$ cat src/rtl/mem_arbiter.sv
`default_nettype none
// ============================================================================
//  Module      : mem_arbiter
//  Description : Two-port arbiter for a shared single-port RAM. It grants one
//                owner at a time, registers a read-valid pulse one cycle after
//                each granted read, and alternates owners when both request.
//                Optional macro ARB_BURST_LIMIT_EN hands the RAM to the
//                waiting port after MAX_BURST consecutive grants.
//  Revision    : 1.0  initial release
// ============================================================================
module mem_arbiter #(
    parameter int SIZE      = 10,
    parameter int MAX_BURST = 4
) (
    input  logic            clk,
    input  logic            rst,
    input  logic            m0_req,
    input  logic            m0_we,
    input  logic [SIZE-1:0] m0_addr,
    input  logic [31:0]     m0_wdata,
    output logic            m0_gnt,
    output logic            m0_rvalid,
    output logic [31:0]     m0_rdata,
    input  logic            m1_req,
    input  logic            m1_we,
    input  logic [SIZE-1:0] m1_addr,
    input  logic [31:0]     m1_wdata,
    output logic            m1_gnt,
    output logic            m1_rvalid,
    output logic [31:0]     m1_rdata,
    output logic            wrEn,
    output logic [SIZE-1:0] addr_toRAM,
    output logic [31:0]     data_toRAM,
    input  logic [31:0]     data_fromRAM
);

    typedef enum logic [1:0] {
        ST_IDLE = 2'd0,
        ST_OWN0 = 2'd1,
        ST_OWN1 = 2'd2
    } state_t;

    localparam logic [3:0] c_cnt_max = 4'hF;
`ifdef ARB_BURST_LIMIT_EN
    // Count value seen on the last grant a burst is allowed to take.
    localparam logic [3:0] c_burst_last = 4'(MAX_BURST - 1);
`endif

    state_t     r_state;
    state_t     w_state_nxt;
    logic [3:0] r_burst_cnt;
    logic [3:0] w_burst_cnt_nxt;
    logic [3:0] w_burst_inc;
    logic       r_last_owner;
    logic       w_last_owner_nxt;
    logic       r_m0_rvalid;
    logic       r_m1_rvalid;

    // Saturating increment of the burst counter.
    assign w_burst_inc = (r_burst_cnt == c_cnt_max) ? c_cnt_max : r_burst_cnt + 4'd1;

    // State, burst counter and last-owner registers.
    always_ff @(posedge clk or posedge rst) begin
        if (rst) begin
            r_state      <= ST_IDLE;
            r_burst_cnt  <= 4'd0;
            r_last_owner <= 1'b1;
        end else begin
            r_state      <= w_state_nxt;
            r_burst_cnt  <= w_burst_cnt_nxt;
            r_last_owner <= w_last_owner_nxt;
        end
    end

    // Next-state logic plus grant and RAM-bus outputs for the current owner.
    always_comb begin
        w_state_nxt      = r_state;
        w_burst_cnt_nxt  = r_burst_cnt;
        w_last_owner_nxt = r_last_owner;
        m0_gnt           = 1'b0;
        m1_gnt           = 1'b0;
        wrEn             = 1'b0;
        addr_toRAM       = '0;
        data_toRAM       = '0;
        case (r_state)
            ST_IDLE: begin
                // Tie goes to the port that did not own the RAM last.
                if (m0_req && m1_req) begin
                    w_burst_cnt_nxt  = 4'd0;
                    w_last_owner_nxt = ~r_last_owner;
                    w_state_nxt      = r_last_owner ? ST_OWN0 : ST_OWN1;
                end else if (m0_req) begin
                    w_burst_cnt_nxt  = 4'd0;
                    w_last_owner_nxt = 1'b0;
                    w_state_nxt      = ST_OWN0;
                end else if (m1_req) begin
                    w_burst_cnt_nxt  = 4'd0;
                    w_last_owner_nxt = 1'b1;
                    w_state_nxt      = ST_OWN1;
                end
            end
            ST_OWN0: begin
                if (m0_req) begin
                    m0_gnt          = 1'b1;
                    wrEn            = m0_we;
                    addr_toRAM      = m0_addr;
                    data_toRAM      = m0_wdata;
                    w_burst_cnt_nxt = w_burst_inc;
`ifdef ARB_BURST_LIMIT_EN
                    if ((r_burst_cnt == c_burst_last) && m1_req) begin
                        w_state_nxt      = ST_OWN1;
                        w_burst_cnt_nxt  = 4'd0;
                        w_last_owner_nxt = 1'b1;
                    end
`endif
                end else begin
                    // Owner released: hand over directly or fall back to idle.
                    w_burst_cnt_nxt = 4'd0;
                    if (m1_req) begin
                        w_state_nxt      = ST_OWN1;
                        w_last_owner_nxt = 1'b1;
                    end else begin
                        w_state_nxt = ST_IDLE;
                    end
                end
            end
            ST_OWN1: begin
                if (m1_req) begin
                    m1_gnt          = 1'b1;
                    wrEn            = m1_we;
                    addr_toRAM      = m1_addr;
                    data_toRAM      = m1_wdata;
                    w_burst_cnt_nxt = w_burst_inc;
`ifdef ARB_BURST_LIMIT_EN
                    if ((r_burst_cnt == c_burst_last) && m0_req) begin
                        w_state_nxt      = ST_OWN0;
                        w_burst_cnt_nxt  = 4'd0;
                        w_last_owner_nxt = 1'b0;
                    end
`endif
                end else begin
                    w_burst_cnt_nxt = 4'd0;
                    if (m0_req) begin
                        w_state_nxt      = ST_OWN0;
                        w_last_owner_nxt = 1'b0;
                    end else begin
                        w_state_nxt = ST_IDLE;
                    end
                end
            end
            default: begin
                w_state_nxt = ST_IDLE;
            end
        endcase
    end

    // Read-valid pulse one cycle after a granted read; writes never return data.
    always_ff @(posedge clk or posedge rst) begin
        if (rst) begin
            r_m0_rvalid <= 1'b0;
            r_m1_rvalid <= 1'b0;
        end else begin
            r_m0_rvalid <= m0_gnt & ~m0_we;
            r_m1_rvalid <= m1_gnt & ~m1_we;
        end
    end

    assign m0_rvalid = r_m0_rvalid;
    assign m1_rvalid = r_m1_rvalid;
    assign m0_rdata  = r_m0_rvalid ? data_fromRAM : 32'd0;
    assign m1_rdata  = r_m1_rvalid ? data_fromRAM : 32'd0;

endmodule
`default_nettype wire
$ cat config.mk
export PLATFORM = sky130hd
export DESIGN_NAME = mem_arbiter
export DESIGN_NICKNAME = d
export VERILOG_FILES = /design/src/rtl/mem_arbiter.sv
export SDC_FILE = /design/constraint.sdc
export NUM_CORES = 1
export LEC_CHECK = 0
export CORE_MARGIN = 3
export CORE_UTILIZATION = 24
export CTS_BUF_LIST = sky130_fd_sc_hd__clkbuf_8
export DETAILED_ROUTE_END_ITERATION = 8
export MAX_ROUTING_LAYER = met4
export PLACE_DENSITY = 0.79
export SETUP_SLACK_MARGIN = 0.02
export SLEW_MARGIN = 20
export SYNTH_ARGS = -nofsm -noshare
export SYNTH_HDL_FRONTEND = slang
export SYNTH_SLANG_ARGS = --single-unit
$ cat constraint.sdc
create_clock -name clk -period 1.8 [get_ports clk]
set_clock_uncertainty 0.2 [all_clocks]
set_input_delay 0.36 -clock clk [delete_from_list [all_inputs] [get_ports clk]]
set_output_delay 0.36 -clock clk [all_outputs]
set_load 0.02 [all_outputs]
==> results list, run 1 <==
- Violations in the final reports: negative setup slack
- For this run, the post-layout net count is 578.
- At the later pin of the worst-skew pair, clock insertion delay measures 0.22 ns.
- From left edge to right edge, the die measures 93.5 µm.
- The first TritonRoute pass finished after 4 iterations.
* Cell chosen for the clock root: sky130_fd_sc_hd__clkbuf_8
- Distinct cell type count of the synthesized netlist: 27
- The synthesized netlist occupies a cell area of around 1800 µm².
- The detailed router placed 2467 vias in this run.
- Number of global-route vias before repair: 2617
- Counting both buffers and inverters, the worst setup path holds a total of 3.
* Ratio of total power to cell area: 903 nW/µm²
- After detailed placement, the total cell area comes to 4550 µm².
- Counting every net in the synthesized netlist gives 334.
- The number of antenna diodes in the final layout is 0.
* Endpoints failing setup: 45
- Grouping stages by cell kind, the critical path spends the most delay in buffers and inverters.
* Setup slack of the most critical reg-to-reg path: 0.02 ns
- The critical path runs through a total of 7 cells.
* Avg Inst Size Synth: 8.87 µm²
* Final total power: 4.12 mW
- Internal power comes to approximately 2.4 mW.
- Final hold violations: 0
* CTS tree: built
- Top achievable clock speed: 0.443 GHz
- Routed WL: 9490 µm
* DR iter-0 viols: 83
* Slowest cell delay on critical path: 0.40 ns
- Sequential elements use 6.88% of the synthesized area.
- The synthesized design spends more area on one cell type than any other, namely sky130_fd_sc_hd__a22oi_2.
- H-tree levels: 1
- Setup slack on the critical path of the routed design comes to -0.459 ns.
- # DRC: 0
* Path depth of the worst reg2reg path: 5
- In this run the tightest slew margin relative to its limit is 78.4%.
* Area growth syn-to-layout: 149%
* Share of synthesized registers carrying an async set or reset: 100%
* Max Slew Vio Count: 0
* Number of rows in the core area: 31
- Worst reg2reg path endpoint: r_state[0]
- Number of enable-type register cells in the synthesized netlist: 0
- Wire length per cell: 17.3 µm
- Number of nets with antenna violations after detailed routing: 0
- STA puts the critical path data arrival time at 1.70 ns.
- Global-route wire length before repair: 13700 µm
- IO Count: ~230
* Outcome: finished with violations
- Detail-routed via count per cell: 4.49
- After global routing the overflow that remains totals 0.
- Critical Path Start: r_state[1]
* Clock net sink count: 5
- Switching power: approximately 1.7 mW
- In this run the standard cell core region covers 7330 µm².
- Antenna violations before repair: 0
- Clock share of power: a little under 5%
- Portion of the clock cycle consumed by the worst path in the final layout: 126%
- The most critical setup path has its endpoint at data_toRAM[2].
* Cell area after layout: 4570 µm²
- In this run the biggest area consumer among cell types represents 25.9% of the synthesized area.
- Fraction of final layout cells sized beyond drive strength 1: 53.8%
- Dominant cells by area after synthesis: sky130_fd_sc_hd__a22oi_2 26%, sky130_fd_sc_hd__and2_1 22%, sky130_fd_sc_hd__nor2b_2 18%
- Max-cap violations in this run came to 0.
- Sequential cells account for 5.0% of the total power.
* Place WS: -0.862 ns
- Combinational group share of total power: 90.1%
- Crit. End Element: output port
- Most frequent cell after synthesis: sky130_fd_sc_hd__and2_1
* RR Startpoint: r_state[0]
- Once the floorplan was initialized, standard cells occupied 25.0% of the core.
* Leakage: 2.00 nW
- Area of the die: 8730 µm²
- The critical path goes through buf_6 > ha_4 > and2_4 > buf_16 > a22oi_2 > nor2b_4 > buf_6.
* Commonest cells post-synth: 66 x sky130_fd_sc_hd__and2_1, 38 x sky130_fd_sc_hd__a22oi_2, 37 x sky130_fd_sc_hd__nor2b_2
- In this run, synthesis produced a sequential element count of 5.
- Buffer depth of the longest clock path: 2
- Number of standard cells in the layout, taps in and fillers out: around 550
* Placed cell count: 539
- Entering global routing, the biggest net connects 34 pins.
- Worst-Margin Slew: roughly 0.32 ns
- Setup repair after global routing missed its margin: yes
* Post-CTS clock slew at the launch and capture registers of the worst setup and hold paths: 0.04 ns
* Number of buffers added on ports: 232
* Startpoint class of the critical path: flop
- During synthesis, Yosys emitted a total of 0 warnings.
- Cell mode on critical path: sky130_fd_sc_hd__buf_6
- Routability-driven placement congestion ratio: 0.891
* Endpoint required time on the critical path: 1.24 ns
- Counting I/O delays and the setup requirement, the final critical path takes between 2 and 2.5 ns.
- The tightest min-delay check is of the primary input to asynchronous set/reset pin type.
- Maximum vdd drop: approximately 0.56 mV
* Net Sw Frac: 41.5%
* Gate count of the mapped netlist: ~210
- DIE HEIGHT: 93.5 µm
- Of all nets on the critical path, the largest fanout is 8.
* Kind of critical path: flop to output port
* All-Layer GR Usage: 20.4%
- HPWL after detailed placement: 7340 µm
- Prevailing post-synth register cell: sky130_fd_sc_hd__dfrtp_1
- TritonCTS created 3 clock buffers.
- The largest individual stage delay along the critical path comes from the cell sky130_fd_sc_hd__dfrtp_1.
power groups by stage:
stage               Clock (mW)  Sequential (mW)  Combinational (mW)
floorplan                    0            0.199                2.31
global placement             0            0.200                3.39
detailed placement           0            0.204                3.44
CTS                      0.201            0.205                3.67
global route             0.212            0.213                3.92
finish                   0.201            0.206                3.71
area by class of cell:
type	count	area [µm²]
inverters	5	18.8
multi-input cells	176	1810
clock buffers	3	41.3
repair buffers	260	2440
clock inverters	1	3.75
flip-flops and latches	5	128
well taps	99	124
fillers	627	2770
metrics by stage:
stage	util, %	TNS [ns]	hold slack (ns)
2_1_floorplan	-	-4.10	-0.0622
3_3_place_gp	62.1	-55.75	0.350
3_5_place_dp	62.1	-56.69	0.360
4_1_cts	64.9	-18.91	0.146
5_1_grt	62.3	-21.22	0.173
6_report	62.3	-18.13	0.145
registers in the layout, summed over array words and instances, names as in the netlist:
signal        cells
m1_rvalid         1
m0_rvalid         1
r_last_owner      1
r_state           2
cells in the final DEF (no fill, tap or decap), types with 2 or more instances in the layout:
cell type	count
sky130_fd_sc_hd__and2_4	3
sky130_fd_sc_hd__nor2b_1	2
sky130_fd_sc_hd__dlygate4sd2_1	5
sky130_fd_sc_hd__buf_4	21
sky130_fd_sc_hd__buf_6	44
sky130_fd_sc_hd__nor2b_2	3
sky130_fd_sc_hd__clkdlybuf4s15_2	4
sky130_fd_sc_hd__clkbuf_8	3
sky130_fd_sc_hd__inv_1	4
sky130_fd_sc_hd__nor2b_4	40
sky130_fd_sc_hd__buf_12	8
sky130_fd_sc_hd__buf_2	57
sky130_fd_sc_hd__ha_4	2
sky130_fd_sc_hd__ha_1	2
sky130_fd_sc_hd__and2_1	64
sky130_fd_sc_hd__clkdlybuf4s50_1	117
sky130_fd_sc_hd__a31oi_1	2
sky130_fd_sc_hd__a22oi_2	43
sky130_fd_sc_hd__a21oi_1	2
sky130_fd_sc_hd__inv_2	2
sky130_fd_sc_hd__dfrtp_1	3
per-layer routing:
| layer | part of all wire (%) | global-route usage [%] | vias to the layer above |
|---|---|---|---|
| met1 | 36 | 21.0 | 1132 |
| li1 | - | - | 1199 |
| met3 | 7.0 | 3.06 | 8 |
| met4 | 1.4 | 4.88 | 0 |
| met5 | 0 | - | - |
| met2 | 56 | 40.1 | 128 |
cell families (layout without fill, tap and decap cells):
logic type      Yosys count  in the layout  synth area share (%)
compound gates           54             54                  32.3
mux                       1              1                 0.545
flops                     5              5                  6.89
buf+inv                  26            269                  12.0
simple gates            116            116                  44.9
fa+ha+maj                 5              5                  3.41
how the worst min path moves through the flow:
stage               cells past startpoint          from            to
finish                                  2           rst    r_state[1]
global route                            2           rst    r_state[1]
CTS                                     2           rst     m0_rvalid
detailed placement                      2  r_last_owner  r_last_owner
global placement                        2  r_last_owner  r_last_owner
floorplan                               1           rst     m0_rvalid
repair_timing:
action                     CTS  global route
setup endpoints to repair  113            89
gates cloned                 2             1
gates resized for setup    480            59
hold buffers                 0             0
pin swaps                   33            31
buffers inserted             3             2
Power figures use the tool's default switching activity.
==> run 2, diff against run 1 <==
--- a/config.mk
+++ b/config.mk
@@ -9,8 +9,7 @@
 export CORE_UTILIZATION = 24
 export CTS_BUF_LIST = sky130_fd_sc_hd__clkbuf_8
 export DETAILED_ROUTE_END_ITERATION = 8
-export MAX_ROUTING_LAYER = met4
-export PLACE_DENSITY = 0.79
+export PLACE_DENSITY_LB_ADDON = 0.08
 export SETUP_SLACK_MARGIN = 0.02
 export SLEW_MARGIN = 20
 export SYNTH_ARGS = -nofsm -noshare
==> run 2 against run 1 <==
Effect of this change: the flow still finishes with violations (negative setup slack); combinational power increased by 11%; via count increased by 0.49%; clock power about the same; worst setup slack got worse by 0.0035 ns; register-to-register slack about the same; sequential cell count unchanged; worst hold slack improved by 0.0016 ns; sequential power decreased by 2%; routed wire length decreased by 2.9%; sequential share of layout area decreased by 0.081 points.
==> results list, run 2 (synthesis results as in run 1) <==
* Outcome: finished with violations
- The checks that failed: negative setup slack.
- The shortest period the worst path allows was 2.26 ns (+0.00350 ns).
* Ratio of total power to cell area: 958 nW/µm² (+6.1%)
* Number of buffers added on ports: 232 (unchanged)
- The final HPWL from detailed placement came to 7100 µm (-3.3%).
- Largest net degree at the start of global routing: 34 (unchanged)
* Most flops, register: r_state
- The average detailed-routed wire length per instance came to 16.7 µm (-3.6%).
- Crit. End Element: output port
- Top achievable clock speed: 0.442 GHz (-0.15%)
- Multi-input gate area: 1840 µm² (+1.4%)
* Arr. time, crit path: 1.70 ns (about the same)
* Max reg flops: 2 (unchanged)
- The total length of routed wires was 9210 µm (-2.9%).
- Area growth syn-to-layout: 156%
* Cell area after layout: 4700 µm² (+3.0%)
* Overall via count from detail_route: 2479 (+0.49%)
- Net count, final: 582 (+0.69%)
* Overall overflow remaining after global route: 0 (unchanged)
- Endpoint required time on the critical path: 1.24 ns (about the same)
- Sequential cell fraction of total power: 4.5% (-0.5 points)
* Final total power: 4.50 mW (+9.3%)
- The relative slew slack is 75.4% (-3.0 points).
- The clock latency on the worst-skew pair was 0.22 ns (about the same).
- Endpoints failing setup: 45 (unchanged)
* Switching power: 1.80 mW (+4.9%)
* Path depth of the worst reg2reg path: 8 (+3)
* Largest fanout on the critical path: 7 (-1)
- The number of max-cap violations came to 0 (unchanged).
* Cell chosen for the clock root: sky130_fd_sc_hd__clkbuf_8
* Die Width: 93.5 µm (unchanged)
- The clock net sink count was 5 (unchanged).
- The per-cell via count in the routed design was 4.48 (-0.24%).
- Portion of the clock cycle consumed by the worst path in the final layout: 126% (+0.19 points)
- Final hold violations: 0 (unchanged)
* DR iter-0 viols: 28 (-66%)
- The min-delay analysis places its worst path in the category primary input to asynchronous set/reset pin.
* Setup slack of the most critical reg-to-reg path: 0.01 ns (about the same)
- The library cell used most frequently in the layout, excluding fill and tap cells, is sky130_fd_sc_hd__clkdlybuf4s50_1.
- Global-route wire length before repair: 13700 µm (-0.25%)
- The count of nets left with antenna violations after detail routing was 0 (unchanged).
* CTS tree: built
- Number of rows in the core area: 31 (unchanged)
- The top-level port count came to 233 (unchanged).
- Post-CTS clock slew at the launch and capture registers of the worst setup and hold paths: 0.04 ns (about the same)
- The weighted congestion at the end of routability-driven global placement came to 0.835 (-6.3%).
* Area of the die: 8730 µm² (unchanged)
* Net Sw Frac: 39.9% (-1.7 points)
- The number of fillers in the final layout is 614 (-2.1%).
- The number of levels the H-tree was split into is 1 (unchanged).
- Worst-Margin Slew: 0.368 ns (+0.0450 ns)
- The final routed DRC violation total was 0 (unchanged).
- Placed cell areas: 4540 µm² (-0.22%)
- The part of the total power dissipated in combinational logic came to 91.0% (+0.9 points).
- Placed cell count: 537 (-0.37%)
* RR Startpoint: r_state[1]
- Kind of critical path: flop to output port
- DIE HEIGHT: 93.5 µm (unchanged)
* CTS Buf Count: 3 (unchanged)
- The number of global-route vias before repair came to 2580 (-1.4%).
- Area used by sequential logic in the layout: 128 µm² (unchanged)
* Maximum vdd drop: 0.662 mV (+18%)
* Effective utilization at floorplan: 25.0% (unchanged)
- The number of iterations in the first detailed-routing pass is 4 (unchanged).
* Buffer depth of the longest clock path: 2 (unchanged)
- The worst setup path is launched from a flop.
* Setup repair after global routing missed its margin: yes
- Setup WS post-layout: -0.463 ns (-0.00350 ns)
* Max Slew Vio Count: 0 (unchanged)
* Core region area: 7330 µm² (unchanged)
- Highest-count cells in the layout ignoring fill and taps: 120 x sky130_fd_sc_hd__clkdlybuf4s50_1, 64 x sky130_fd_sc_hd__and2_1, 56 x sky130_fd_sc_hd__buf_2, 43 x sky130_fd_sc_hd__a22oi_2, 42 x sky130_fd_sc_hd__buf_6
- Fraction of final layout cells sized beyond drive strength 1: 54.6% (+0.85 points)
- All-Layer GR Usage: 19.8% (-0.59 points)
- The leakage power is 2.02 nW (+1.3%).
- The post-layout instance count excluding filler cells came to 553 (+0.73%).
- The internal power summed over all cells was 2.71 mW (+12%).
* Number of antenna repair diodes: 0 (unchanged)
- Worst reg2reg path endpoint: r_state[0]
- The initial antenna violation count came to 0 (unchanged).
- Clock share of power: 4.5% (-0.4 points)
run 2: changes by cell type in the layout (fill, tap and decap cells not counted), moves of 2 or more:
cell                              change
sky130_fd_sc_hd__clkdlybuf4s15_2      +4
sky130_fd_sc_hd__buf_16               +3
sky130_fd_sc_hd__clkdlybuf4s50_1      +3
sky130_fd_sc_hd__buf_12               +2
sky130_fd_sc_hd__buf_6                -2
sky130_fd_sc_hd__dlygate4sd2_1        -2
sky130_fd_sc_hd__ha_4                 +2
run 2: worst max-delay path, cell delays in order (launching register included):
cell and delay, ns:
sky130_fd_sc_hd__dfrtp_1 0.36, sky130_fd_sc_hd__buf_6 0.11, sky130_fd_sc_hd__inv_4 0.03, sky130_fd_sc_hd__ha_4 0.14, sky130_fd_sc_hd__and2_4 0.15, sky130_fd_sc_hd__buf_12 0.15, sky130_fd_sc_hd__buf_12 0.14, sky130_fd_sc_hd__a22oi_2 0.20
sky130_fd_sc_hd__nor2b_4 0.06, sky130_fd_sc_hd__buf_6 0.13
run 2: worst max-delay path by stage:
stage	start	to	slack [ns]	depth (start not counted)
5_1_grt	r_state[1]	data_toRAM[8]	-0.51	9
3_3_place_gp	m1_req	addr_toRAM[5]	-0.86	6
6_report	r_state[1]	data_toRAM[8]	-0.46	9
4_1_cts	r_state[1]	data_toRAM[7]	-0.47	9
3_5_place_dp	m0_req	addr_toRAM[5]	-0.89	6
2_1_floorplan	r_state[0]	data_toRAM[3]	-0.12	7
run 2: cell type report:
| cell class | instances | share of cell area, % |
|---|---|---|
| clock buffers | 3 | 0.878 |
| clock inverters | 1 | 0.0798 |
| inverters | 5 | 0.452 |
| multi-input cells | 176 | 39.1 |
| flip-flops and latches | 5 | 2.71 |
| well taps | 99 | 2.63 |
| repair buffers | 264 | 54.2 |
run 2: routing by layer:
metal  part of all wire, %  track usage, %  vias up
li1                      -               -     1212
met1                    35            20.5     1114
met2                    54            38.8      137
met3                   8.8            4.83       16
met4                   2.2            5.62        0
met5                     0               0        -
run 2: repair_timing:
item / CTS / global route
gates resized for setup: 480 / 69
buffers inserted: 6 / 2
hold buffers: 0 / 0
pin swaps: 39 / 34
cloned: 5 / 0
setup endpoints to repair: 114 / 94
run 2: stage by stage:
| stage | utilization [%] | setup WS, ns | hold slack [ns] | TNS [ns] |
|---|---|---|---|---|
| floorplan | - | -0.115 | -0.0622 | -4.10 |
| global placement | 62.0 | -0.865 | 0.353 | -56.50 |
| detailed placement | 62.0 | -0.891 | 0.363 | -57.06 |
| CTS | 66.8 | -0.469 | 0.142 | -19.53 |
| global route | 64.1 | -0.510 | 0.165 | -21.05 |
| finish | 64.1 | -0.463 | 0.147 | -18.55 |
run 2: power groups by stage:
stage / Sequential [mW] / Combinational, mW / Clock (mW)
4_1_cts: 0.196 / 4.08 / 0.211
6_report: 0.201 / 4.10 / 0.203
3_5_place_dp: 0.194 / 3.49 / 0
2_1_floorplan: 0.199 / 2.31 / 0
5_1_grt: 0.207 / 4.34 / 0.220
3_3_place_gp: 0.198 / 3.48 / 0
